### src/rtl/secded_dec_pipe_pkg.sv
// Shared types and codeword-layout helpers for the extended-Hamming SEC/DED blocks.
package secded_pkg;

  typedef enum logic [1:0] {CLEAN, SB, DB} err_kind_e;

  // Smallest P with 2^P >= data_w + P + 1.
  function automatic int unsigned calc_p(input int unsigned data_w);
    int unsigned p = 1;
    for (int unsigned i = 0; i < 8; i++) begin
      if ((32'd1 << p) < data_w + p + 1) p = p + 1;
    end
    return p;
  endfunction

  // Codeword position (1-based) of data bit idx: the idx-th non-power-of-two position.
  function automatic int unsigned data_pos(input int unsigned idx);
    int unsigned cnt = 0;
    int unsigned pos = 0;
    for (int unsigned p = 3; p < 128; p++) begin
      if ((p & (p - 1)) != 0) begin
        if (cnt == idx && pos == 0) pos = p;
        cnt = cnt + 1;
      end
    end
    return pos;
  endfunction

  // Inverse of data_pos for non-power-of-two positions.
  function automatic int unsigned pos_data(input int unsigned pos);
    int unsigned n = 0;
    for (int unsigned k = 0; k < 8; k++) begin
      if ((32'd1 << k) <= pos) n = n + 1;
    end
    return pos - n - 1;
  endfunction

endpackage

### src/rtl/secded_dec_pipe_if.sv
// Valid/ready stream bundle between a read port, the SEC/DED decoder and its consumer.
interface secded_dec_pipe_if
  import secded_pkg::*;
#(
  parameter int unsigned DATA_W = 16
);
  localparam int unsigned P     = calc_p(DATA_W);
  localparam int unsigned CHK_W = P + 1;

  logic              in_valid;
  logic              in_ready;
  logic [DATA_W-1:0] in_data;
  logic [CHK_W-1:0]  in_chk;
  logic              corr_en;
  logic              out_valid;
  logic              out_ready;
  logic [DATA_W-1:0] out_data;
  logic [P-1:0]      out_syn;
  logic              out_sb;
  logic              out_db;

  modport master (
    output in_valid, in_data, in_chk, corr_en, out_ready,
    input  in_ready, out_valid, out_data, out_syn, out_sb, out_db
  );

  modport slave (
    input  in_valid, in_data, in_chk, corr_en, out_ready,
    output in_ready, out_valid, out_data, out_syn, out_sb, out_db
  );
endinterface

### src/rtl/secded_dec_pipe_syndrome.sv
// Combinational syndrome / overall-parity generator, shared by decoder and encoder.
module secded_syndrome
  import secded_pkg::*;
#(
  parameter  int unsigned DATA_W = 16,
  localparam int unsigned P      = calc_p(DATA_W),
  localparam int unsigned CHK_W  = P + 1
) (
  input  logic [DATA_W-1:0] data,
  input  logic [CHK_W-1:0]  chk,
  output logic [P-1:0]      syn,
  output logic              par
);

  logic [P-1:0] term [DATA_W];

  // Each set data bit contributes its codeword index; check bits sit at 2^k, so they fold in as a vector.
  for (genvar i = 0; i < DATA_W; i++) begin : g_term
    assign term[i] = data[i] ? P'(data_pos(i)) : '0;
  end

  always_comb begin
    syn = chk[P-1:0];
    for (int unsigned i = 0; i < DATA_W; i++) begin
      syn = syn ^ term[i];
    end
    par = ^{data, chk};
  end

endmodule

### src/rtl/secded_dec_pipe.sv
// Two-stage pipelined SEC/DED decoder with detect-only mode and saturating error counters.
module secded_dec_pipe
  import secded_pkg::*;
#(
  parameter int unsigned DATA_W = 16,
  parameter int unsigned CNT_W  = 8
) (
  input  logic              clk,
  input  logic              rst_n,
  secded_dec_pipe_if.slave  bus,
  input  logic              clr_cnt,
  output logic [CNT_W-1:0]  sb_cnt,
  output logic [CNT_W-1:0]  db_cnt
);

  localparam int unsigned P       = calc_p(DATA_W);
  localparam int unsigned POS_MAX = DATA_W + P;

  logic              advance;
  logic              hs;
  logic [P-1:0]      syn_c;
  logic              par_c;

  logic              s1_valid;
  logic [DATA_W-1:0] s1_data;
  logic [P-1:0]      s1_syn;
  logic              s1_par;
  logic              s1_corr;

  err_kind_e         kind;
  logic [DATA_W-1:0] hit;
  logic [DATA_W-1:0] fixed;

  assign advance     = ~bus.out_valid | bus.out_ready;
  assign bus.in_ready = advance;
  assign hs          = bus.out_valid & bus.out_ready;

  secded_syndrome #(.DATA_W(DATA_W)) u_syn (
    .data (bus.in_data),
    .chk  (bus.in_chk),
    .syn  (syn_c),
    .par  (par_c)
  );

  always_ff @(posedge clk) begin
    if (!rst_n) begin
      s1_valid <= 1'b0;
      s1_data  <= '0;
      s1_syn   <= '0;
      s1_par   <= 1'b0;
      s1_corr  <= 1'b0;
    end else if (advance) begin
      s1_valid <= bus.in_valid;
      s1_data  <= bus.in_data;
      s1_syn   <= syn_c;
      s1_par   <= par_c;
      s1_corr  <= bus.corr_en;
    end
  end

  // One-hot flip mask: power-of-two, zero and out-of-range syndromes match no data bit.
  for (genvar i = 0; i < DATA_W; i++) begin : g_hit
    assign hit[i] = (s1_syn == P'(data_pos(i)));
  end

  always_comb begin
    kind = CLEAN;
    if (s1_par) begin
      kind = (32'(s1_syn) > POS_MAX) ? DB : SB;
    end else if (s1_syn != '0) begin
      kind = DB;
    end
    fixed = s1_data;
    if (kind == SB && s1_corr) fixed = s1_data ^ hit;
  end

  always_ff @(posedge clk) begin
    if (!rst_n) begin
      bus.out_valid <= 1'b0;
      bus.out_data  <= '0;
      bus.out_syn   <= '0;
      bus.out_sb    <= 1'b0;
      bus.out_db    <= 1'b0;
    end else if (advance) begin
      bus.out_valid <= s1_valid;
      if (s1_valid) begin
        bus.out_data <= fixed;
        bus.out_syn  <= s1_syn;
        bus.out_sb   <= (kind == SB);
        bus.out_db   <= (kind == DB);
      end
    end
  end

  always_ff @(posedge clk) begin
    if (!rst_n || clr_cnt) begin
      sb_cnt <= '0;
      db_cnt <= '0;
    end else begin
      if (hs && bus.out_sb && sb_cnt != '1) sb_cnt <= sb_cnt + CNT_W'(1);
      if (hs && bus.out_db && db_cnt != '1) db_cnt <= db_cnt + CNT_W'(1);
    end
  end

endmodule

### src/flat_wrapper.sv
// flat-port wrapper written by rule: the top's interface ports become plain ports
module secded_dec_pipe_flat import secded_pkg::*;
#(
  parameter int unsigned DATA_W = 16,
  parameter int unsigned CNT_W  = 8
)
  (clk, rst_n, clr_cnt, sb_cnt, db_cnt, bus_in_valid, bus_in_data, bus_in_chk, bus_corr_en, bus_out_ready, bus_in_ready, bus_out_valid, bus_out_data, bus_out_syn, bus_out_sb, bus_out_db);
  secded_dec_pipe_if #(.DATA_W(DATA_W)) bus_i ();
  input  logic clk;
  input  logic rst_n;
  input  logic clr_cnt;
  output logic [CNT_W-1:0] sb_cnt;
  output logic [CNT_W-1:0] db_cnt;
  input wire logic [$bits(bus_i.in_valid)-1:0] bus_in_valid;
  input wire logic [$bits(bus_i.in_data)-1:0] bus_in_data;
  input wire logic [$bits(bus_i.in_chk)-1:0] bus_in_chk;
  input wire logic [$bits(bus_i.corr_en)-1:0] bus_corr_en;
  input wire logic [$bits(bus_i.out_ready)-1:0] bus_out_ready;
  output wire logic [$bits(bus_i.in_ready)-1:0] bus_in_ready;
  output wire logic [$bits(bus_i.out_valid)-1:0] bus_out_valid;
  output wire logic [$bits(bus_i.out_data)-1:0] bus_out_data;
  output wire logic [$bits(bus_i.out_syn)-1:0] bus_out_syn;
  output wire logic [$bits(bus_i.out_sb)-1:0] bus_out_sb;
  output wire logic [$bits(bus_i.out_db)-1:0] bus_out_db;
  assign bus_i.in_valid = bus_in_valid;
  assign bus_i.in_data = bus_in_data;
  assign bus_i.in_chk = bus_in_chk;
  assign bus_i.corr_en = bus_corr_en;
  assign bus_i.out_ready = bus_out_ready;
  assign bus_in_ready = bus_i.in_ready;
  assign bus_out_valid = bus_i.out_valid;
  assign bus_out_data = bus_i.out_data;
  assign bus_out_syn = bus_i.out_syn;
  assign bus_out_sb = bus_i.out_sb;
  assign bus_out_db = bus_i.out_db;
  secded_dec_pipe #(.DATA_W(DATA_W), .CNT_W(CNT_W)) u_core (.clk(clk), .rst_n(rst_n), .bus(bus_i), .clr_cnt(clr_cnt), .sb_cnt(sb_cnt), .db_cnt(db_cnt));
endmodule
### config.mk
export PLATFORM = sky130hd
export DESIGN_NAME = secded_dec_pipe_flat
export DESIGN_NICKNAME = d
export VERILOG_FILES = /design/src/rtl/secded_dec_pipe_pkg.sv /design/src/rtl/secded_dec_pipe_if.sv /design/src/rtl/secded_dec_pipe_syndrome.sv /design/src/rtl/secded_dec_pipe.sv /design/src/flat_wrapper.sv
export SDC_FILE = /design/constraint.sdc
export NUM_CORES = 1
export LEC_CHECK = 0
export ABC_AREA = 1
export CAP_MARGIN = 20
export CORE_MARGIN = 1
export CORE_UTILIZATION = 45
export DETAILED_ROUTE_END_ITERATION = 10
export HOLD_SLACK_MARGIN = 0.02
export PLACE_DENSITY_LB_ADDON = 0.15
export SLEW_MARGIN = 20
export SYNTH_ARGS = -nofsm -noshare
export SYNTH_HDL_FRONTEND = slang
export SYNTH_SLANG_ARGS = --single-unit
export TNS_END_PERCENT = 10
### constraint.sdc
create_clock -name clk -period 1.9 [get_ports clk]
set_clock_uncertainty 0.15 [all_clocks]
set_input_delay 0.38 -clock clk [delete_from_list [all_inputs] [get_ports clk]]
set_output_delay 0.38 -clock clk [all_outputs]
set_load 0.01 [all_outputs]
Word level (Yosys, flattened, before mapping):

Index checks and enable logic that the tools add are counted.

* div/mod/pow operators: 0
* equality and inequality tests: 20
* reductions and logical operators: 10
* multiply operators: 0
* $lt $le $gt $ge: 1
* bitwise operators: 20
* add/subtract/negate cells: 2
* mux-type cells: 20
* shift operators: 0

Operator list (count)
* 5-bit by 4-bit equality test with 1-bit output (second input constant): 7
* 5-bit by 4-bit bitwise XOR with 5-bit output: 7
* 5-bit bitwise XOR: 6
* 4-bit 2-to-1 mux: 7
* 5-bit equality test (second input constant): 5
* 5-bit 2-to-1 mux: 5
* 22-bit XOR reduction: 1
* 8-bit by 1-bit adder with 8-bit output (second input constant): 2
* 16-bit 2-to-1 mux: 1
* 8-bit != test (second input constant): 2
* 16-bit bitwise XOR: 1
* 5-bit by 3-bit equality test with 1-bit output (second input constant): 3
* 5-bit by 3-bit bitwise XOR with 5-bit output: 3
* 3-bit 2-to-1 mux: 3
* 2-bit 2-to-1 mux: 4
* 5-bit by 2-bit equality test with 1-bit output (second input constant): 1
* 5-bit greater-than comparator (second input constant): 1
* 1-bit logical AND: 5
* 5-bit nonzero test: 1
* 2-bit by 1-bit equality test with 1-bit output (second input constant): 1
* 2-bit equality test (second input constant): 1
* 2-bit AND reduction: 1
* 1-bit bitwise AND: 1
* 1-bit logical NOT: 1
* other kinds (3): 3

* output and inout port bits: 41
* input port bits: 28
* register bits: 64
* word-level logic and storage cells: 85
* ROM bits: 0
* RAM bits: 0
* memories kept: 0
* bits in latches: 0

Logic depth before layout (Yosys ltp):

Gate-level depths: netlist of run 1.

* depth in word-level cells: 17
* depth in mapped cells: 13
* mapped depth without buffers: 13

Hierarchy:

Synthesis of run 1 repeated with hierarchy kept, for this count alone.

* cell total of the unflattened synthesis: 598
* area, all modules: 3804.9 um2

Modules (own cells, without submodules)
* secded_dec_pipe: times used 1, seq. area each 1281.2 um2, cells each 447, area each 3071.7 um2
* secded_syndrome: times used 1, seq. area each 0.0 um2, cells each 151, area each 733.2 um2

Worst setup path after synthesis of run 1:

No wires, ideal clock.

* kind: register to register
* start: register u_core.db_cnt[0]
* end: register u_core.db_cnt[6]
* arrival: 1.401 ns
* stages on the path, launching flop included: 11
* slack: 0.223 ns
* required time: 1.624 ns
* setup time: 0.126 ns
* clock period less this slack: 1.677 ns
* buffers on the path: 0
* path through: dfxtp_1 ha_1 nand2_1 nor3_1 nand3_1 nand2_2 inv_2 nand2_1 inv_1 o21ai_1 a21oi_1

* cells in the longest elaborated chain, start to end: 2
* elaborated cells between the ends (all ways): 3
* those cells by class: add/sub: 1; eq/ne: 1; reduce/logical: 1

RTL lines
* from (decl): line secded_dec_pipe.sv:13 `output logic [CNT_W-1:0] db_cnt`
* from (signal assigned): line secded_dec_pipe.sv:101 `if (hs && bus.out_db && db_cnt != '1) db_cnt <= db_cnt + CNT_W'(1);`
* parallel branches: the longest is 2 deep, another holds 8-bit by 1-bit adder with 8-bit output

Parallel ways; which one is timed is not known.
A chain may end at the register's enable or synchronous reset.

Worst setup path in the final report of run 1:

* start: register u_core.sb_cnt[2]
* end: output sb_cnt[2]

RTL lines
* from (decl): line secded_dec_pipe.sv:12 `output logic [CNT_W-1:0] sb_cnt,`
* from (signal assigned): line secded_dec_pipe.sv:100 `if (hs && bus.out_sb && sb_cnt != '1) sb_cnt <= sb_cnt + CNT_W'(1);`
* to (decl): line flat_wrapper.sv:12 `output logic [CNT_W-1:0] sb_cnt;`

No word-level cell between the ends.

==> results.json, run 1 <==
{
  "power.leakage_uw": 0.00233,
  "cts.htree.levels": 3,
  "antenna_found_initial": 0,
  "first_global_vias": 3295,
  "design_power_total_uw": 3410,
  "worst_path_dominant_cell_family": "buffers and inverters",
  "power.density_nw_per_um2": 696,
  "number_of_flip_flops_and_latches_in_the_synthesized_netlist": 64,
  "outcome": "complete, no violations",
  "place_worst_setup_slack_ps": -262,
  "overflow": 0,
  "max_slew.worst_pin.slew_ps": 356,
  "critPathLaunchType": "flip-flop",
  "final.setup.tns_ps": 0,
  "grt_max_degree": 34,
  "final_util": 0.630,
  "detail_route.wl_per_cell_um": 10.9,
  "maxSlewViolCount": 0,
  "multi_input_area_um2": 1960,
  "numPlacedInstances": 749,
  "seq_area_frac_synth": 0.353,
  "final_hold_viol_count": 0,
  "relSlewSlack": 0.761,
  "crit-reg2reg-capture": "u_core.sb_cnt[7]",
  "wire_length_of_the_first_global_routing_pass_um": 14600,
  "clk-insertion-delay-late_ps": 340,
  "synth-adder-area-share": 0.00690,
  "cts_inserted_buffers": 9,
  "cpMaxStageDelayCell": "sky130_fd_sc_hd__clkdlybuf4s50_1",
  "maxCapViolations": 0,
  "crit_chain": "clkdlybuf4s50_1",
  "worstPathMaxFanout": 5,
  "syn_area_um2": 3630,
  "dieWidth_um": 91.8,
  "initial_core_util": 0.467,
  "syn2layout_area_growth_pct": 34.9,
  "min_period_over_period": 0.975,
  "synthCells": 558,
  "routed-via-count": 3641,
  "post_drt_via_cell_ratio": 4.76,
  "cts_tree": "yes",
  "synth_top_family_by_area": "simple AND/OR/NAND/NOR gates",
  "cts-root-buf": "sky130_fd_sc_hd__clkbuf_8",
  "vdd.ir_drop.worst_v": 0.000417,
  "worstSetupEndpointType": "output pin",
  "drt_pass1_iterations": 4,
  "critical_path.n_buffers_inverters": 1,
  "arrival_time_at_the_worst_endpoint_ps": 1320,
  "yosys-mux-area-fraction": 0,
  "reg2reg_from": "u_core.sb_cnt[0]",
  "slowest_delay_ps": 570,
  "report.final.setup_viol": 0,
  "top_level_ports": 69,
  "timing.hold.worst.start": "u_core.s1_data[3]",
  "worstSetupStartpoint": "u_core.sb_cnt[2]",
  "route.detailed.drc": 0,
  "rsz_0062_raised_after_global_routing": "true",
  "portBuffers": 68,
  "clock-sinks": 64,
  "clk_path_buf_depth": 2,
  "fin_crit_ps": 1850,
  "layoutNonFillerInstCount": 765,
  "post_route_worst_setup_slack_ps": 46.8,
  "grt_usage": 0.213,
  "synth_cell_types": 32,
  "hp-class": "reg -> reg",
  "synth-simple-area-share": 0.301,
  "hold_depth": 2,
  "timing.reg2reg.worst_path_depth": 8,
  "final_nets": 688,
  "die_y_um": 91.8,
  "final_antenna_net_count": 0,
  "wl_um": 8370,
  "die_area_um2": 8420,
  "dp_hpwl_um": 6540,
  "place.gp.congestion": 0.902,
  "cts.reportedPaths.clkPinSlew_ps": 70,
  "synth-compound-area-share": 0.139,
  "timing.hold.worst_endpoint": "u_core.bus.out_data[3]",
  "layout.area.seq_um2": 1280,
  "ff2ff_setup_slack_ps": 150,
  "num_antenna_cells": 0,
  "max_freq_ghz": 0.540,
  "design.core.area_um2": 7770,
  "syn-num-nets": 588,
  "yosys.area_share.xor_xnor": 0.0869,
  "ctsHoldBuffers": 0,
  "synth.yosys.warnings": 0,
  "criticalPathCategory": "reg -> out",
  "rows": 32,
  "worst_ep_required_time_ps": 1370,
  "drive_gt1_frac": 0.116,
  "fillerInstances": 723,
  "synth_area_per_cell_um2": 6.50,
  "drt_first_iter_violations": 150
}
[cell families after synthesis]
group,after synthesis
buffers and inverters,104
AND/OR/NAND/NOR,255
flip-flops,64
AO/OA/AOI/OAI,97
XOR/XNOR,36
adder cells (fa/ha/maj),2
[tightest hold or removal path, delay by kind of cell (launching register included)]
kind	cells	cell delay [ps]
AO/OA/AOI/OAI	1	60
AND/OR/NAND/NOR	1	60
flip-flops	1	310
[cell usage in the layout, fill, tap and decap left out, types with 2 or more instances in the layout]
cell type / netlist / layout
sky130_fd_sc_hd__a21oi_1: 42 / 42
sky130_fd_sc_hd__a31oi_1: 5 / 5
sky130_fd_sc_hd__buf_12: 0 / 2
sky130_fd_sc_hd__buf_4: 1 / 35
sky130_fd_sc_hd__clkbuf_8: 0 / 9
sky130_fd_sc_hd__clkdlybuf4s50_1: 0 / 57
sky130_fd_sc_hd__clkinv_2: 0 / 3
sky130_fd_sc_hd__clkinvlp_4: 0 / 2
sky130_fd_sc_hd__dfxtp_1: 64 / 62
sky130_fd_sc_hd__dfxtp_2: 0 / 2
sky130_fd_sc_hd__dlymetal6s2s_1: 0 / 10
sky130_fd_sc_hd__ha_1: 2 / 2
sky130_fd_sc_hd__inv_1: 78 / 77
sky130_fd_sc_hd__inv_2: 9 / 10
sky130_fd_sc_hd__nand2_1: 157 / 156
sky130_fd_sc_hd__nand2_4: 1 / 2
sky130_fd_sc_hd__nand3_1: 36 / 36
sky130_fd_sc_hd__nand4_1: 6 / 6
sky130_fd_sc_hd__nor2_1: 38 / 36
sky130_fd_sc_hd__nor2_2: 1 / 3
sky130_fd_sc_hd__nor2_4: 2 / 2
sky130_fd_sc_hd__nor3_1: 7 / 6
sky130_fd_sc_hd__o21ai_0: 34 / 34
sky130_fd_sc_hd__o21ai_1: 12 / 12
sky130_fd_sc_hd__or2_1: 3 / 3
sky130_fd_sc_hd__xnor2_1: 17 / 17
sky130_fd_sc_hd__xor2_1: 19 / 19
[power breakdown]
part / switching (µW) / internal, µW / leakage, µW
combinational: 436 / 354 / 0.00171
sequential: 64.9 / 1430 / 0.000527
clock: 521 / 599 / 0.0000920
[metrics by stage]
| stage | area [µm²] | hold slack, ps |
|---|---|---|
| global placement | 4670 | 300 |
| CTS | 4850 | 318 |
| finish | 4890 | 316 |
| floorplan | 3630 | 295 |
| global route | 4890 | 332 |
| detailed placement | 4670 | 308 |
[metal layers]
| layer | GRT usage | vias up | share of wire |
|---|---|---|---|
| met5 | 0 | - | 0 |
| met4 | 0.0742 | 0 | 0.012 |
| met3 | 0.0307 | 9 | 0.038 |
| met2 | 0.355 | 83 | 0.46 |
| met1 | 0.281 | 1594 | 0.49 |
| li1 | - | 1955 | - |
[repair_timing]
item / CTS / global route
gates resized for setup: 2 / 16
pin swaps: 0 / 1
endpoints found under the setup margin: 1 / 13
setup buffers: 0 / 0
[Yosys cell counts]
cell type                  count  area share
sky130_fd_sc_hd__o31ai_1       1      0.0021
sky130_fd_sc_hd__nor4_4        1      0.0059
sky130_fd_sc_hd__nor3_4        1      0.0045
sky130_fd_sc_hd__a211oi_1      1      0.0021
sky130_fd_sc_hd__buf_6         1      0.0031
sky130_fd_sc_hd__dfxtp_1      64        0.35
sky130_fd_sc_hd__o21ai_0      34       0.047
sky130_fd_sc_hd__a21oi_1      42       0.058
sky130_fd_sc_hd__xor2_1       19       0.046
sky130_fd_sc_hd__or2_0         1      0.0017
sky130_fd_sc_hd__inv_1        78       0.081
sky130_fd_sc_hd__a31oi_1       5      0.0086
sky130_fd_sc_hd__xnor2_1      17       0.041
sky130_fd_sc_hd__buf_4         1      0.0021
sky130_fd_sc_hd__clkbuf_1     11       0.011
sky130_fd_sc_hd__nand2_2       1      0.0017
sky130_fd_sc_hd__nand3_1      36       0.050
sky130_fd_sc_hd__nor2_1       38       0.039
sky130_fd_sc_hd__or2_1         3      0.0052
sky130_fd_sc_hd__nand2_1     157        0.16
sky130_fd_sc_hd__ha_1          2      0.0069
sky130_fd_sc_hd__a21oi_2       1      0.0024
sky130_fd_sc_hd__nor3_1        7      0.0097
sky130_fd_sc_hd__buf_2         3      0.0041
sky130_fd_sc_hd__nand4_1       6       0.010
sky130_fd_sc_hd__inv_4         1      0.0017
sky130_fd_sc_hd__nor2_4        2      0.0062
sky130_fd_sc_hd__inv_2         9      0.0093
sky130_fd_sc_hd__nand2_4       1      0.0031
sky130_fd_sc_hd__nor2_2        1      0.0017
sky130_fd_sc_hd__o221ai_1      1      0.0024
sky130_fd_sc_hd__o21ai_1      12       0.017
[state kept, by name, indices dropped and copies added, names as in the netlist, 5 cells and up]
name / count
u_core.bus.out_data: 16
u_core.bus.out_syn: 5
u_core.db_cnt: 8
u_core.s1_data: 16
u_core.s1_syn: 5
u_core.sb_cnt: 8
[area by class of cell]
class                   count  share of cell area
repair buffers            105               0.206
well taps                 102              0.0261
flip-flops and latches     64               0.262
clock inverters             6              0.0123
multi-input cells         390               0.400
inverters                  88              0.0680
clock buffers              10              0.0261
[how the worst max path moves through the flow]
stage,cells past startpoint,to,slack [ps]
2_1_floorplan,10,u_core.db_cnt[6],220
3_3_place_gp,4,bus_in_ready,-240
3_5_place_dp,14,u_core.s1_par,-260
4_1_cts,4,bus_in_ready,20
5_1_grt,8,u_core.sb_cnt[3],-4
6_report,1,sb_cnt[2],50
Power figures use the tool's default switching activity.
==> run 2: changes to the inputs <==
--- a/config.mk
+++ b/config.mk
@@ -6,14 +6,16 @@
 export NUM_CORES = 1
 export LEC_CHECK = 0
 export ABC_AREA = 1
-export CAP_MARGIN = 20
+export CELL_PAD_IN_SITES_DETAIL_PLACEMENT = 1
+export CELL_PAD_IN_SITES_GLOBAL_PLACEMENT = 1
 export CORE_MARGIN = 1
-export CORE_UTILIZATION = 45
+export CORE_UTILIZATION = 37
 export DETAILED_ROUTE_END_ITERATION = 10
 export HOLD_SLACK_MARGIN = 0.02
 export PLACE_DENSITY_LB_ADDON = 0.15
 export SLEW_MARGIN = 20
 export SYNTH_ARGS = -nofsm -noshare
 export SYNTH_HDL_FRONTEND = slang
+export SYNTH_HIERARCHICAL = 1
 export SYNTH_SLANG_ARGS = --single-unit
 export TNS_END_PERCENT = 10
==> results.json, run 2 <==
{
  "outcome": "complete, no violations",
  "detail_route.wl_per_cell_um": 13.6,
  "number_of_flip_flops_and_latches_in_the_synthesized_netlist": 64,
  "drive_gt1_frac": 0.130,
  "layoutNonFillerInstCount": 846,
  "syn_area_um2": 3800,
  "rsz_0062_raised_after_global_routing": "false",
  "power.density_nw_per_um2": 667,
  "initial_core_util": 0.386,
  "power.leakage_uw": 0.00251,
  "reg_top3": "u_core/bus.out_data (16), u_core/s1_data (16)",
  "dieWidth_um": 103,
  "crit_chain": "clkdlybuf4s50_1",
  "clock-sinks": 64,
  "grt_busiest_layer": "met2",
  "worst_path_dominant_cell_family": "buffers and inverters",
  "post_synth_edffs": 0,
  "worst_ep_required_time_ps": 1370,
  "max_slew.worst_pin.slew_ps": 465,
  "top_level_ports": 69,
  "wl_um": 11500,
  "arrival_time_at_the_worst_endpoint_ps": 1290,
  "synthCells": 598,
  "yosys.area.top_type_share": 0.337,
  "clk_path_buf_depth": 2,
  "synth.yosys.warnings": 6,
  "drt_first_iter_violations": 128,
  "dp_hpwl_um": 9300,
  "synth_top_cell_by_area": "sky130_fd_sc_hd__dfxtp_1",
  "postCtsSetupBuffers": 0,
  "clockPowerShare": 0.292,
  "synth.top_cells.by_area": "sky130_fd_sc_hd__dfxtp_1 34%, sky130_fd_sc_hd__nand2_1 17%, sky130_fd_sc_hd__inv_1 7.5%",
  "cpMaxStageDelayCell": "sky130_fd_sc_hd__clkdlybuf4s50_1",
  "ys_dominant_reg_cell": "sky130_fd_sc_hd__dfxtp_1",
  "most_common_cell_after_layout_fill_and_taps_aside": "sky130_fd_sc_hd__nand2_1",
  "synthArstFlopShare": 0,
  "vdd.ir_drop.worst_v": 0.000370,
  "hp-class": "reg -> reg",
  "worstPathMaxFanout": 5,
  "grt_max_degree": 30,
  "min_period_over_period": 0.960,
  "first_global_vias": 4093,
  "grt_util_met1": 0.255,
  "final_nets": 738,
  "use_met3": 0.0430,
  "routed-via-count": 4114,
  "max_freq_ghz": 0.548,
  "commonest_non_fill_non_tap_cells_in_the_layout": "172 x sky130_fd_sc_hd__nand2_1, 76 x sky130_fd_sc_hd__inv_1, 70 x sky130_fd_sc_hd__nor2_1, 59 x sky130_fd_sc_hd__dfxtp_1, 52 x sky130_fd_sc_hd__clkdlybuf4s50_1",
  "cts.reportedPaths.clkPinSlew_ps": 70,
  "place.gp.congestion": 0.857,
  "syn-num-nets": 628,
  "power_switching_uw": 1110,
  "ys_top_cells_by_count": "173 x sky130_fd_sc_hd__nand2_1, 76 x sky130_fd_sc_hd__inv_1, 70 x sky130_fd_sc_hd__nor2_1, 64 x sky130_fd_sc_hd__dfxtp_1, 41 x sky130_fd_sc_hd__nand3_1",
  "post-synth-top-count-cell": "sky130_fd_sc_hd__nand2_1",
  "critical_path.n_buffers_inverters": 1,
  "final_antenna_net_count": 0,
  "numPlacedInstances": 830,
  "criticalPathCategory": "reg -> out",
  "synth_cell_types": 35,
  "antenna_found_initial": 0,
  "cts_tree": "yes",
  "ctsHoldBuffers": 0,
  "sw_frac_of_total": 0.320,
  "final_hold_viol_count": 0,
  "synth_area_per_cell_um2": 6.36,
  "maxCapViolations": 0,
  "wire_length_of_the_first_global_routing_pass_um": 18800,
  "internal_power_uw": 2360,
  "num_antenna_cells": 0,
  "syn2layout_area_growth_pct": 36.8,
  "cts-root-buf": "sky130_fd_sc_hd__clkbuf_8",
  "slowest_delay_ps": 560,
  "rows": 36,
  "share_comb_of_total_power": 0.270,
  "fin_crit_ps": 1820,
  "worstSetupEndpointType": "output pin",
  "grt_util_met2": 0.443,
  "maxSlewViolCount": 0,
  "die_y_um": 103,
  "report.final.setup_viol": 0,
  "share_seq_of_total_power": 0.438,
  "cts_inserted_buffers": 9,
  "clk-insertion-delay-late_ps": 340,
  "seq_area_frac_synth": 0.337,
  "grt_usage": 0.230,
  "post_drt_via_cell_ratio": 4.86,
  "route.detailed.drc": 0,
  "design.core.area_um2": 9860,
  "overflow": 0,
  "portBuffers": 68,
  "drt_pass1_iterations": 4,
  "relSlewSlack": 0.689,
  "cts.htree.levels": 3,
  "final.setup.tns_ps": 0,
  "critPathLaunchType": "flip-flop",
  "die_area_um2": 10700
}
==> run 2: cell count changes after synthesis, moves of 4 or more <==
cell                       previous run  this run
sky130_fd_sc_hd__nand2_1            157       173
sky130_fd_sc_hd__buf_6                1         5
sky130_fd_sc_hd__inv_2                9         4
sky130_fd_sc_hd__nand4_1              6         2
sky130_fd_sc_hd__nand2_2              1         5
sky130_fd_sc_hd__nand3_1             36        41
sky130_fd_sc_hd__a31oi_1              5         1
sky130_fd_sc_hd__clkbuf_1            11         7
sky130_fd_sc_hd__nor2_1              38        70
==> run 2: kinds of logic after synthesis <==
| kind of cell | count (synthesis) | share of synthesized area |
|---|---|---|
| XOR/XNOR | 36 | 0.0829 |
| buffers and inverters | 99 | 0.113 |
| adder cells (fa/ha/maj) | 2 | 0.00658 |
| flip-flops | 64 | 0.337 |
| AND/OR/NAND/NOR | 309 | 0.340 |
| AO/OA/AOI/OAI | 88 | 0.121 |
==> run 2: timing repair <==
| action | 4_1_cts | 5_1_grt |
|---|---|---|
| hold endpoints to repair | 0 | 0 |
| setup endpoints to repair | 5 | 11 |
| pin swaps | 0 | 3 |
| gates resized for setup | 5 | 28 |
==> run 2: power groups by stage <==
| stage | sequential [µW] | clock (µW) | combinational, µW |
|---|---|---|---|
| global placement | 1550 | 0 | 887 |
| finish | 1520 | 1020 | 936 |
| detailed placement | 1550 | 0 | 924 |
| floorplan | 1540 | 0 | 516 |
| CTS | 1520 | 1050 | 929 |
| global route | 1540 | 1110 | 1040 |
==> run 2: layout make-up <==
type | count | area (µm²)
Fill cell | 1297 | 4660
Multi-Input combinational cell | 435 | 2160
Tap cell | 133 | 166
Inverter | 82 | 313
Clock buffer | 13 | 149
Clock inverter | 3 | 17.5
Timing Repair Buffer | 116 | 1110
Sequential cell | 64 | 1290
==> run 2: final timing paths <==
kind                     startpoint                      to  slack, ps  depth (start not counted)
hold / removal    u_core/s1_data[2]       u_core/s1_data[2]        320                          2
setup / recovery   u_core/sb_cnt[5]               sb_cnt[5]         80                          1
setup reg to reg   u_core/s1_syn[4]  u_core/bus.out_data[3]        170                         10
hold reg to reg   u_core/s1_data[2]       u_core/s1_data[2]        320                          2
==> run 2: routing by layer <==
layer,vias up,part of all wire
met5,-,0
met4,0,0.011
met3,10,0.025
met2,59,0.53
met1,1950,0.44
li1,2095,-
==> run 2: metrics by stage <==
stage                      util  power [µW]  cell area, µm²  hold slack [ps]  setup WS (ps)
final                     0.528        3470            5210              324           75.9
after global routing      0.528        3690            5210              340          0.581
after CTS                 0.518        3500            5110              326          -44.2
after detailed placement  0.500        2470            4930              317           -407
after global placement    0.500        2430            4930              303           -284
after floorplan               -        2060            3800              293            324
==> run 3: changes to the inputs <==
--- a/config.mk
+++ b/config.mk
@@ -9,8 +9,10 @@
 export CELL_PAD_IN_SITES_DETAIL_PLACEMENT = 1
 export CELL_PAD_IN_SITES_GLOBAL_PLACEMENT = 1
 export CORE_MARGIN = 1
-export CORE_UTILIZATION = 37
+export CORE_UTILIZATION = 44
 export DETAILED_ROUTE_END_ITERATION = 10
+export DONT_BUFFER_PORTS = 1
+export GPL_TIMING_DRIVEN = 0
 export HOLD_SLACK_MARGIN = 0.02
 export PLACE_DENSITY_LB_ADDON = 0.15
 export SLEW_MARGIN = 20
@@ -18,4 +20,4 @@
 export SYNTH_HDL_FRONTEND = slang
 export SYNTH_HIERARCHICAL = 1
 export SYNTH_SLANG_ARGS = --single-unit
-export TNS_END_PERCENT = 10
+export TNS_END_PERCENT = 5
==> results.json, run 3 (synthesis gave the netlist of run 2 again) <==
{
  "reg_top3": "u_core/bus.out_data (16), u_core/s1_data (16)",
  "drive_gt1_frac": 0.0782,
  "final.setup.tns_ps": 0,
  "route.detailed.drc": 0,
  "cts.htree.levels": 3,
  "dieWidth_um": 95.0,
  "fin_crit_ps": 1790,
  "routed-via-count": 3779,
  "post_drt_via_cell_ratio": 5.26,
  "portBuffers": 0,
  "cts_tree": "yes",
  "drt_pass1_iterations": 4,
  "rsz_0062_raised_after_global_routing": "false",
  "layout.area.seq_um2": 1280,
  "final_nets": 640,
  "final_antenna_net_count": 0,
  "drt_first_iter_violations": 116,
  "worstPathMaxFanout": 10,
  "first_global_vias": 3803,
  "syn2layout_area_growth_pct": 9.77,
  "maxCapViolations": 0,
  "vdd.ir_drop.worst_v": 0.000327,
  "relSlewSlack": 0.563,
  "top_level_ports": 69,
  "place.gp.congestion": 0.858,
  "clock-sinks": 64,
  "cpMaxStageDelayCell": "sky130_fd_sc_hd__dfxtp_1",
  "worstSetupEndpointType": "flip-flop",
  "power.leakage_uw": 0.00192,
  "report.final.setup_viol": 0,
  "antenna_found_initial": 0,
  "fillerInstances": 1165,
  "outcome": "complete, no violations",
  "place_worst_setup_slack_ps": 15.9,
  "power.density_nw_per_um2": 846,
  "cts.reportedPaths.clkPinSlew_ps": 70,
  "worst_ep_required_time_ps": 1970,
  "timing.hold.worst.start": "bus_in_data[6]",
  "cts-root-buf": "sky130_fd_sc_hd__clkbuf_8",
  "clk_path_buf_depth": 2,
  "clk-insertion-delay-late_ps": 350,
  "crit_chain": "nand2_2 -> clkinv_1 -> clkbuf_1 -> o21ai_0 -> a21oi_1",
  "slowest_delay_ps": 360,
  "dp_hpwl_um": 8340,
  "most_common_cell_after_layout_fill_and_taps_aside": "sky130_fd_sc_hd__nand2_1",
  "postPlaceCellArea_um2": 3940,
  "die_area_um2": 9020,
  "rows": 33,
  "die_y_um": 95.0,
  "initial_core_util": 0.458,
  "overflow": 0,
  "commonest_non_fill_non_tap_cells_in_the_layout": "173 x sky130_fd_sc_hd__nand2_1, 76 x sky130_fd_sc_hd__inv_1, 70 x sky130_fd_sc_hd__nor2_1, 62 x sky130_fd_sc_hd__dfxtp_1, 41 x sky130_fd_sc_hd__nand3_1",
  "max_freq_ghz": 0.558,
  "cts_inserted_buffers": 9,
  "num_antenna_cells": 0,
  "critPathLaunchType": "flip-flop",
  "design.core.area_um2": 8300,
  "worstSetupStartpoint": "u_core/bus.out_valid",
  "post_route_worst_setup_slack_ps": 109,
  "arrival_time_at_the_worst_endpoint_ps": 1860,
  "postCtsSetupBuffers": 0,
  "multi_input_area_um2": 2100,
  "criticalPathCategory": "reg -> reg",
  "min_period_over_period": 0.943,
  "final_hold_viol_count": 0,
  "hp-class": "in -> reg",
  "detail_route.wl_per_cell_um": 14.8,
  "wl_um": 10700,
  "reg2reg_from": "u_core/bus.out_valid",
  "grt_max_degree": 11,
  "max_slew.worst_pin.slew_ps": 653,
  "grt_usage": 0.254,
  "finish.instance_area_um2": 4180,
  "maxSlewViolCount": 0,
  "wire_length_of_the_first_global_routing_pass_um": 17500
}
[run 3: cell types whose count changed in the layout (fill, tap and decap cells not counted), moves of 4 or more]
cell / previous run / this run
sky130_fd_sc_hd__clkdlybuf4s50_1: 52 / 0
sky130_fd_sc_hd__buf_4: 45 / 0
sky130_fd_sc_hd__dlymetal6s2s_1: 15 / 0
sky130_fd_sc_hd__xnor2_1: 13 / 19
sky130_fd_sc_hd__xnor2_2: 6 / 0
sky130_fd_sc_hd__buf_6: 0 / 5
sky130_fd_sc_hd__buf_2: 0 / 4
sky130_fd_sc_hd__clkbuf_1: 3 / 7
[run 3: timing repair]
action                                  in CTS  in global routing
endpoints found under the hold margin        1                  0
gates resized for setup                      1                  6
endpoints found under the setup margin       1                  4
hold buffers                                 1                  0
[run 3: cell type report]
cell class | count | share of cell area
Tap cell | 105 | 0.0315
Multi-Input combinational cell | 435 | 0.503
Buffer | 17 | 0.0282
Timing Repair Buffer | 1 | 0.00240
Inverter | 82 | 0.0749
Sequential cell | 64 | 0.307
Clock inverter | 3 | 0.0156
Clock buffer | 12 | 0.0371
[run 3: per-stage QoR]
step / cells / power (µW) / utilization / hold WS (ps)
2_1_floorplan: 598 / 2060 / - / 293
3_3_place_gp: 703 / 2200 / 0.474 / 307
3_5_place_dp: 703 / 2230 / 0.474 / 314
4_1_cts: 719 / 3570 / 0.502 / 37.8
5_1_grt: 719 / 3730 / 0.503 / 53.8
6_report: 719 / 3530 / 0.503 / 45.5
[run 3: worst paths after layout]
path | cells past startpoint | slack (ps) | to
worst min register to register | 2 | 320 | u_core/s1_data[12]
worst min-delay path | 2 | 50 | u_core/s1_data[6]
worst max register to register | 5 | 110 | u_core/s1_data[9]
worst max-delay path | 5 | 110 | u_core/s1_data[9]
[run 3: critical path, delay by kind of cell, from the launching register on]
family / cells / cell delay, ps
compound gates: 2 / 390
buf+inv: 2 / 560
flops: 1 / 360
simple gates: 1 / 190
[run 3: metal layers]
layer / routed length [µm] / global-route usage
met5: 0 / 0
met1: 4660 / 0.280
met3: 511 / 0.0773
met4: 119 / 0.0707
met2: 5370 / 0.465
[run 3: report_power, final]
part           switching [µW]  internal (µW)  total (µW)
clock                     525            802        1330
sequential               98.7           1430        1530
combinational             430            241         671
